==> config.mk <==
export PLATFORM = sky130hd
export DESIGN_NAME = dm_access_ctrl_flat
export DESIGN_NICKNAME = d
export VERILOG_FILES = /design/src/rtl/dm_access_if.sv /design/src/rtl/dm_access_ctrl.sv /design/src/flat_wrapper.sv
export SDC_FILE = /design/constraint.sdc
export NUM_CORES = 1
export LEC_CHECK = 0
export CORE_ASPECT_RATIO = 0.8
export CORE_MARGIN = 10
export CORE_UTILIZATION = 44
export DETAILED_ROUTE_END_ITERATION = 12
export HOLD_SLACK_MARGIN = 0.15
export PLACE_DENSITY = 0.8
export REMOVE_ABC_BUFFERS = 1
export SLEW_MARGIN = 20
export SYNTH_ARGS = -nofsm -noshare
export SYNTH_HDL_FRONTEND = slang
export SYNTH_SLANG_ARGS = --single-unit
==> constraint.sdc <==
create_clock -name clk -period 2.04 [get_ports clk]
set_clock_uncertainty 0.1 [all_clocks]
set_input_delay 0.408 -clock clk [delete_from_list [all_inputs] [get_ports clk]]
set_output_delay 0.408 -clock clk [all_outputs]
set_load 0.05 [all_outputs]
==> src/rtl/dm_access_if.sv <==
// dm_access_if: requester, grant and data-memory signals of dm_access_ctrl
interface dm_access_if #(
  parameter int ADDR_W = 32
);
  logic              req0;
  logic              req1;
  logic              we0;
  logic              we1;
  logic [1:0]        size0;
  logic [1:0]        size1;
  logic [ADDR_W-1:0] addr0;
  logic [ADDR_W-1:0] addr1;
  logic [31:0]       wdata0;
  logic [31:0]       wdata1;
  logic              gnt0;
  logic              gnt1;
  logic              err0;
  logic              err1;
  logic [31:0]       rdata;
  logic              busy;
  logic [ADDR_W-1:0] mem_addr;
  logic [31:0]       mem_wdata;
  logic              mem_we;
  logic [31:0]       mem_rdata;
  modport slave (
    input  req0, req1, we0, we1, size0, size1, addr0, addr1, wdata0, wdata1, mem_rdata,
    output gnt0, gnt1, err0, err1, rdata, busy, mem_addr, mem_wdata, mem_we
  );
  modport master (
    output req0, req1, we0, we1, size0, size1, addr0, addr1, wdata0, wdata1, mem_rdata,
    input  gnt0, gnt1, err0, err1, rdata, busy, mem_addr, mem_wdata, mem_we
  );
endinterface

==> src/rtl/dm_access_ctrl.sv <==
// dm_access_ctrl: two-requester arbiter and read-modify-write sequencer for a single-port data memory
module dm_access_ctrl #(
  parameter int ADDR_W    = 32,
  parameter bit PRIO_MODE = 1'b0
) (
  input logic        clk,
  input logic        reset,
  dm_access_if.slave bus
);
  typedef enum logic [1:0] {IDLE, ACCESS, MERGE, DONE} state_t;
  state_t            state;
  state_t            state_nx;
  logic              last;
  logic              win;
  logic              win_q;
  logic              we_q;
  logic              err_q;
  logic              bad;
  logic              word_st;
  logic [1:0]        size_w;
  logic [1:0]        size_q;
  logic [ADDR_W-1:0] addr_w;
  logic [ADDR_W-1:0] addr_q;
  logic [4:0]        sh;
  logic [31:0]       wdata_q;
  logic [31:0]       old_q;
  logic [31:0]       rdata_q;
  logic [31:0]       rd_sh;
  logic [31:0]       lane_rd;
  logic [31:0]       mask;
  logic [31:0]       merged;
  // pick the winner (tie goes to the requester that was not served last, or to 0 in fixed mode) and vet its alignment
  always_comb begin
    win    = bus.req1 & (~bus.req0 | (~PRIO_MODE & ~last));
    size_w = win ? bus.size1 : bus.size0;
    addr_w = win ? bus.addr1 : bus.addr0;
    bad    = (size_w == 2'd3) | ((size_w == 2'd1) & addr_w[0]) | ((size_w == 2'd2) & |addr_w[1:0]);
  end
  // lane extraction for loads and lane replacement for sub-word stores
  always_comb begin
    sh      = {addr_q[1:0], 3'b000};
    rd_sh   = bus.mem_rdata >> sh;
    lane_rd = size_q == 2'd2 ? bus.mem_rdata : rd_sh & (size_q == 2'd0 ? 32'h0000_00ff : 32'h0000_ffff);
    mask    = (size_q == 2'd0 ? 32'h0000_00ff : 32'h0000_ffff) << sh;
    merged  = (old_q & ~mask) | ((wdata_q << sh) & mask);
    word_st = we_q & (size_q == 2'd2);
  end
  // next state: sub-word stores take the extra MERGE cycle, rejected accesses skip straight to DONE
  always_comb begin
    state_nx = state;
    state_nx = state == IDLE   ? ((bus.req0 | bus.req1) ? (bad ? DONE : ACCESS) : IDLE) :
               state == ACCESS ? ((we_q & ~word_st) ? MERGE : DONE) :
               state == MERGE  ? DONE : IDLE;
  end
  // state register plus request latch, load capture and old-word capture
  always_ff @(posedge clk) begin
    if (reset) begin
      state   <= IDLE;
      last    <= 1'b1;
      win_q   <= 1'b0;
      we_q    <= 1'b0;
      err_q   <= 1'b0;
      size_q  <= 2'd0;
      addr_q  <= '0;
      wdata_q <= '0;
      old_q   <= '0;
      rdata_q <= '0;
    end else begin
      state <= state_nx;
      if (state == IDLE && (bus.req0 | bus.req1)) begin
        last    <= win;
        win_q   <= win;
        we_q    <= win ? bus.we1 : bus.we0;
        size_q  <= size_w;
        addr_q  <= addr_w;
        wdata_q <= win ? bus.wdata1 : bus.wdata0;
        err_q   <= bad;
      end
      if (state == ACCESS && !we_q) rdata_q <= lane_rd;
      if (state == ACCESS) old_q <= bus.mem_rdata;
    end
  end
  // outputs decoded from state; the write enable is cut by reset so an interrupted merge never lands
  always_comb begin
    bus.gnt0      = (state == DONE) & ~win_q;
    bus.gnt1      = (state == DONE) & win_q;
    bus.err0      = (state == DONE) & ~win_q & err_q;
    bus.err1      = (state == DONE) & win_q & err_q;
    bus.rdata     = rdata_q;
    bus.busy      = state != IDLE;
    bus.mem_addr  = {addr_q[ADDR_W-1:2], 2'b00};
    bus.mem_we    = ~reset & (((state == ACCESS) & word_st) | (state == MERGE));
    bus.mem_wdata = state == MERGE ? merged : ((state == ACCESS) & word_st) ? wdata_q : 32'h0;
  end
endmodule

==> src/flat_wrapper.sv <==
// flat-port wrapper written by rule: the top's interface ports become plain ports
module dm_access_ctrl_flat 
#(
  parameter int ADDR_W    = 32,
  parameter bit PRIO_MODE = 1'b0
)
  (clk, reset, bus_req0, bus_req1, bus_we0, bus_we1, bus_size0, bus_size1, bus_addr0, bus_addr1, bus_wdata0, bus_wdata1, bus_mem_rdata, bus_gnt0, bus_gnt1, bus_err0, bus_err1, bus_rdata, bus_busy, bus_mem_addr, bus_mem_wdata, bus_mem_we);
  dm_access_if #(.ADDR_W(ADDR_W)) bus_i ();
  input logic clk;
  input logic reset;
  input wire logic [$bits(bus_i.req0)-1:0] bus_req0;
  input wire logic [$bits(bus_i.req1)-1:0] bus_req1;
  input wire logic [$bits(bus_i.we0)-1:0] bus_we0;
  input wire logic [$bits(bus_i.we1)-1:0] bus_we1;
  input wire logic [$bits(bus_i.size0)-1:0] bus_size0;
  input wire logic [$bits(bus_i.size1)-1:0] bus_size1;
  input wire logic [$bits(bus_i.addr0)-1:0] bus_addr0;
  input wire logic [$bits(bus_i.addr1)-1:0] bus_addr1;
  input wire logic [$bits(bus_i.wdata0)-1:0] bus_wdata0;
  input wire logic [$bits(bus_i.wdata1)-1:0] bus_wdata1;
  input wire logic [$bits(bus_i.mem_rdata)-1:0] bus_mem_rdata;
  output wire logic [$bits(bus_i.gnt0)-1:0] bus_gnt0;
  output wire logic [$bits(bus_i.gnt1)-1:0] bus_gnt1;
  output wire logic [$bits(bus_i.err0)-1:0] bus_err0;
  output wire logic [$bits(bus_i.err1)-1:0] bus_err1;
  output wire logic [$bits(bus_i.rdata)-1:0] bus_rdata;
  output wire logic [$bits(bus_i.busy)-1:0] bus_busy;
  output wire logic [$bits(bus_i.mem_addr)-1:0] bus_mem_addr;
  output wire logic [$bits(bus_i.mem_wdata)-1:0] bus_mem_wdata;
  output wire logic [$bits(bus_i.mem_we)-1:0] bus_mem_we;
  assign bus_i.req0 = bus_req0;
  assign bus_i.req1 = bus_req1;
  assign bus_i.we0 = bus_we0;
  assign bus_i.we1 = bus_we1;
  assign bus_i.size0 = bus_size0;
  assign bus_i.size1 = bus_size1;
  assign bus_i.addr0 = bus_addr0;
  assign bus_i.addr1 = bus_addr1;
  assign bus_i.wdata0 = bus_wdata0;
  assign bus_i.wdata1 = bus_wdata1;
  assign bus_i.mem_rdata = bus_mem_rdata;
  assign bus_gnt0 = bus_i.gnt0;
  assign bus_gnt1 = bus_i.gnt1;
  assign bus_err0 = bus_i.err0;
  assign bus_err1 = bus_i.err1;
  assign bus_rdata = bus_i.rdata;
  assign bus_busy = bus_i.busy;
  assign bus_mem_addr = bus_i.mem_addr;
  assign bus_mem_wdata = bus_i.mem_wdata;
  assign bus_mem_we = bus_i.mem_we;
  dm_access_ctrl #(.ADDR_W(ADDR_W), .PRIO_MODE(PRIO_MODE)) u_core (.clk(clk), .reset(reset), .bus(bus_i));
endmodule
==> results.toml, run 1 <==
[status]
status = "complete, but fails checks"
violations = "setup timing"

[clocking]
cts_max_level = 4
cts_root_buf = "clkbuf_16"
cts_made_buffers = 17
clk_path_buf_depth = 2
clock-sinks = 136
hold_buffers = 0
clkTransAtPathRegs_ns = 0.06
worstSkewPairLatency_ns = 0.42
cts_tree = "yes"

[synth]
ys_seq_elements = 136
yosysTopAreaCell = "dfxtp_1"
synth-edff-count = 0
synthArstFlopShare_pct = 0
synth.distinct_cells = 39
synth_area_sq_um = 7020
avgSynthCellArea_sq_um = 8.83
yosysSeqAreaShare_pct = 38.8
synth.area.top_cells = "dfxtp_1 39%, mux2i_1 16%, nor2_1 8.8%"
ys_warn_count = 0
synthAdderAreaFrac_pct = 0.713
ys.flop_type = "dfxtp_1"
synth.most_common_cell = "nor2_1"
synthMuxAreaShare_pct = 16.4
synth_top_family_by_area = "compound AO/OA/AOI/OAI gates"
synth_xor_xnor_area_share_pct = 0
synth_compound_area_share_pct = 20.0
syn_inst = 795
synth.top_cell.area_share_pct = 38.8
synthSimpleGateAreaFrac_pct = 14.9
synthTopCellsByCount = "164 x nor2_1, 136 x dfxtp_1, 115 x mux2i_1, 67 x a211oi_1, 45 x nand2_1"

[final_layout]
syn_to_final_growth_pct = 61.3
multi_input_area_sq_um = 3890
diodes = 0
drive_gt1_share_pct = 25.1
layout.cells.non_filler = 1308
nNetsFinal = 1254
n_fill_cell = 1156
register_area_sq_um = 2740

[drt]
drt-total-wl_mm = 25.7
first_pass_iters = 5
drc = 0
drt-initial-drc-count = 623
avgRoutedWirePerCell_um = 19.7
vias = 7112
avgViaCountPerCell = 5.44
antenna_left = 0

[floorplanning]
die_w_um = 161
die_h_um = 133
die_area_sq_um = 21400
initial_core_util_pct = 44.7
coreArea_sq_um = 15700
fp-row-count = 41
ios = 272

[place]
port_buffers = 269
dp_hpwl_mm = 19.2
post-place-ws_ns = -0.317
dp.cells = 1263
place_congestion = 0.850

[timing]
fmaxAchievable_mhz = 412
worst_slack_ns = -0.390
setup_viol_count_final = 33
min_period_ns = 2.43
worst_slew_pin_slew_ns = 0.682
rsz0062_at_grt = "true"
fin_crit_sh_pct = 119
finalHoldViolations = 0
slew_headroom_pct = 54.4
final_max_slew_viol_count = 0
fin_hold_ws_ns = 0.360

[power]
vdd_drop_max_mv = 0.649
p_per_area_nw_per_um2 = 1070
p_leak_nw = 4.55

[grt]
track_usage_pct = 22.9
grt_pass1_vias = 7102
met2_usage_pct = 36.9
grt_pass1_wl_mm = 39.4
grt_remaining_overflow = 0
antenna_found_initial = 0
grtUsageMet3_pct = 8.71
grt_max_degree = 72
use_met1_pct = 28.6
busiest_layer = "met2"

[setup_path]
crit_slowest_cell = "a221o_1"
max_stage_delay_ns = 0.39
worstReg2RegStart = "u_core.state[0]$_SDFF_PP0_"
ff2ff_setup_slack_ns = 0.10
crit_family = "buffers and inverters"
path_cells = "buf_4 -> ha_4 -> nand2_4 -> nor3_4 -> buf_6 -> a221o_1 -> buf_12"
crit_fanout = 8
crit_type = "reg2out"
path_buf_inv = 3
endpoint_kind = "output pin"
crit_arrival_ns = 1.92
critPathLaunchType = "register"
critPathLaunch = "u_core.state[0]$_SDFF_PP0_"
worstPathRequired_ns = 1.53

[hold_path]
hp-class = "reg2reg"
min-delay-start = "u_core.bus.rdata[7]$_SDFFE_PP0P_"

[run]
maxCapViolations = 0
## flip-flops by register name, summed over array words and instances, names as in the netlist, 2 cells and up
signal and count:
u_core.bus.rdata 32, u_core.old_q 32, u_core.addr_q 32, u_core.size_q 2
u_core.state 2, u_core.wdata_q 32
## worst min-delay path, cell delays in order (launching register included)
cell and delay [ns]:
dfxtp_1 0.33, nand2_1 0.05, o21ai_0 0.05
## worst paths after layout
check	endpoint	cells after the start
max	bus_mem_wdata[14]	7
min	u_core.bus.rdata[7]$_SDFFE_PP0P_	2
max reg2reg	u_core.addr_q[30]$_SDFFE_PP0P_	11
min reg2reg	u_core.bus.rdata[7]$_SDFFE_PP0P_	2
## area by class of cell
class,count,area share [%]
repair buffers,364,33.5
inverters,11,0.365
clock buffers,18,3.88
well taps,215,2.38
flip-flops and latches,136,24.2
clock inverters,14,1.32
multi-input cells,550,34.4
## report_power, final
group	switching [W]	leakage (nW)	total (W)	internal [W]
clock network	0.00122	0.279	0.00306	0.00184
registers	0.000400	1.12	0.00358	0.00318
logic	0.00309	3.15	0.00546	0.00237
## cell usage in the layout (no fill, tap or decap), drive strengths merged, types with 3 or more instances in the layout
cell / count
a21oi: 4
clkbuf: 19
nor2b: 15
a221o: 24
nand2b: 4
ha: 4
o221ai: 10
a211oi: 68
a22oi: 24
inv: 13
or3: 7
o21ai: 20
and2: 3
nor3: 4
a32o: 7
clkinvlp: 4
mux2i: 115
nor2: 166
nand2: 45
dlygate4sd2: 16
a2bb2oi: 7
buf: 179
clkinv: 6
dfxtp: 136
a31oi: 10
clkdlybuf4s50: 168
## repair_timing
action,CTS,global route
pin swaps,30,13
resized for setup,74,37
cloned,2,2
setup buffers,8,4
endpoints found under the hold margin,0,0
setup endpoints to repair,68,68
## per-layer routing
layer / part of all wire [%] / routed length, um
met5: 0 / 0
met4: 1.1 / 294
met3: 9.4 / 2410
met2: 46 / 11900
met1: 43 / 11100
## stage by stage
step                      instance area, sq um  utilization, %  total power [W]  TNS (ns)
after floorplan                           6420               -          0.00629   -372.04
after global placement                   10300            65.8          0.00856     -1.95
after detailed placement                 10300            65.8          0.00866     -4.30
after CTS                                11100            70.8           0.0119    -11.66
after global routing                     11300            72.1           0.0127    -13.89
final                                    11300            72.1           0.0121    -11.07
## logic make-up after synthesis
family | Yosys count
DFF | 136
other | 1
muxes | 115
adders and majority gates | 4
buffers and inverters | 111
and+or+nand+nor | 247
AOI/OAI and AO/OA | 181
Note: power is estimated with default switching activity, not from simulation.
==> inputs of run 2 (changes only) <==
--- a/config.mk
+++ b/config.mk
@@ -6,11 +6,12 @@
 export NUM_CORES = 1
 export LEC_CHECK = 0
 export CORE_ASPECT_RATIO = 0.8
-export CORE_MARGIN = 10
-export CORE_UTILIZATION = 44
+export CORE_MARGIN = 3
+export CORE_UTILIZATION = 46
+export CTS_BUF_LIST = sky130_fd_sc_hd__clkbuf_4 sky130_fd_sc_hd__clkbuf_8
 export DETAILED_ROUTE_END_ITERATION = 12
 export HOLD_SLACK_MARGIN = 0.15
-export PLACE_DENSITY = 0.8
+export PLACE_DENSITY = 0.84
 export REMOVE_ABC_BUFFERS = 1
 export SLEW_MARGIN = 20
 export SYNTH_ARGS = -nofsm -noshare
==> run 2 against run 1 <==
Against the previous run:
- the run still ends with setup timing left
- design area is 0.13% lower
- via count rose by 2.8%
- fmax fell by 6.9%
- first-iteration DRC count rose by 2.2%
- largest power group unchanged
==> results.toml, run 2 (synthesis results as in run 1) <==
[floorplanning]
die_area_sq_um = 16800
initial_core_util_pct = 48.1
die_w_um = 144
ios = 272
die_h_um = 116
coreArea_sq_um = 14600
fp-row-count = 39

[clocking]
cts_max_level = 4
cts_made_buffers = 17
cts_tree = "yes"
cts_root_buf = "clkbuf_8"
clk_path_buf_depth = 2
clkTransAtPathRegs_ns = 0.09
worstSkewPairLatency_ns = 0.46
clock-sinks = 136

[setup_path]
ff2ff_setup_slack_ns = 0.05
endpoint_kind = "output pin"
crit_fanout = 6
path_cells = "buf_6 -> ha_4 -> nand2_4 -> nor3_4 -> buf_6 -> buf_16 -> a221o_1 -> buf_12"
crit_type = "reg2out"
cpMostUsedCell = "buf_6"
crit_arrival_ns = 2.10
worstPathRequired_ns = 1.53
path_buf_inv = 4
crit_family = "buffers and inverters"
critPathLaunchType = "register"
crit_slowest_cell = "dfxtp_2"
max_stage_delay_ns = 0.35

[power]
p_switching_w = 0.00463
p_per_area_nw_per_um2 = 1020
share_comb_of_total_power_pct = 47.9
p_leak_nw = 4.58
vdd_drop_max_mv = 0.581
internal_power_w = 0.00689
swShare_pct = 40.2
seqPwrFrac_pct = 31.2
p_clk_share_pct = 20.9

[grt]
track_usage_pct = 27.8
grt_pass1_wl_mm = 36.2
antenna_found_initial = 0
grt_remaining_overflow = 0
grt_max_degree = 70
grt_pass1_vias = 6844

[timing]
setup_viol_count_final = 37
worst_slack_ns = -0.570
fmaxAchievable_mhz = 383
rsz0062_at_grt = "true"
slew_headroom_pct = 53.8
min_period_ns = 2.61
fin_hold_ws_ns = 0.371
worst_slew_pin_slew_ns = 0.692
fin_crit_sh_pct = 128
final_max_slew_viol_count = 0
finalHoldViolations = 0

[drt]
drc = 0
first_pass_iters = 6
wl_met3_mm = 2.79
vias = 7312
dr.max_layer_used = "met4"
drt-total-wl_mm = 25.1
avgRoutedWirePerCell_um = 19.7
antenna_left = 0
avgViaCountPerCell = 5.73
met2_length_mm = 11.9
met1_length_mm = 9.77
drt-initial-drc-count = 637

[place]
post-place-ws_ns = -0.364
place_congestion = 0.863
dp_hpwl_mm = 17.7
port_buffers = 269

[final_layout]
syn_to_final_growth_pct = 61.0
nNetsFinal = 1254
final_common_cell = "clkdlybuf4s50_1"
drive_gt1_share_pct = 22.9
diodes = 0
layout_common_cells = "168 x clkdlybuf4s50_1, 162 x nor2_1, 131 x dfxtp_1, 115 x mux2i_1, 95 x buf_4"

[status]
status = "complete, but fails checks"
violations = "setup timing"

[run]
maxCapViolations = 0

[hold_path]
hp-class = "reg2reg"
run 2: final cells by class:
cell class / instances / area, sq um
Sequential cell: 136 / 2730
Tap cell: 184 / 230
Fill cell: 976 / 3290
Multi-Input combinational cell: 549 / 3900
Clock buffer: 22 / 290
Clock inverter: 10 / 143
Inverter: 11 / 46.3
Timing Repair Buffer: 365 / 3960
run 2: metrics by stage:
stage               std cells  area (sq um)  utilization [%]  power [W]  setup TNS, ns
floorplan                 696          6420                -    0.00629        -372.04
global placement         1228         10400             71.4    0.00859          -2.23
detailed placement       1228         10400             71.4    0.00870          -4.04
CTS                      1269         11100             75.9     0.0112         -15.16
global route             1277         11300             77.5     0.0121         -19.73
finish                   1277         11300             77.5     0.0115         -17.57
run 2: what timing repair did:
item | in CTS | in global routing
resized for setup | 89 | 40
cloned | 3 | 1
setup endpoints to repair | 76 | 92
hold buffers | 0 | 0
pin swaps | 20 | 7
buffers inserted | 6 | 14
run 2: routing by layer:
layer	vias to the layer above	track usage [%]
li1	3395	-
met1	3426	34.7
met2	430	45.9
met3	61	8.64
met4	0	9.66
met5	-	0
run 2: power groups by stage:
stage	clock, W	combinational (W)	sequential [W]
final	0.00241	0.00552	0.00359
after global routing	0.00256	0.00586	0.00364
after CTS	0.00243	0.00518	0.00356
after detailed placement	0	0.00510	0.00360
after global placement	0	0.00501	0.00358
after floorplan	0	0.00214	0.00414
run 2: final timing paths:
| path | from | to | depth (start not counted) |
|---|---|---|---|
| max | u_core.state[0]$_SDFF_PP0_ | bus_mem_wdata[12] | 8 |
| min | u_core.bus.rdata[7]$_SDFFE_PP0P_ | u_core.bus.rdata[7]$_SDFFE_PP0P_ | 2 |
| max reg2reg | u_core.state[0]$_SDFF_PP0_ | u_core.bus.rdata[9]$_SDFFE_PP0P_ | 8 |
| min reg2reg | u_core.bus.rdata[7]$_SDFFE_PP0P_ | u_core.bus.rdata[7]$_SDFFE_PP0P_ | 2 |
run 2: tightest hold or removal path: cells and delay by family, from the launching register on:
family          cells  cell delay, ns
simple gates        1            0.05
flops               1            0.32
compound gates      1            0.06
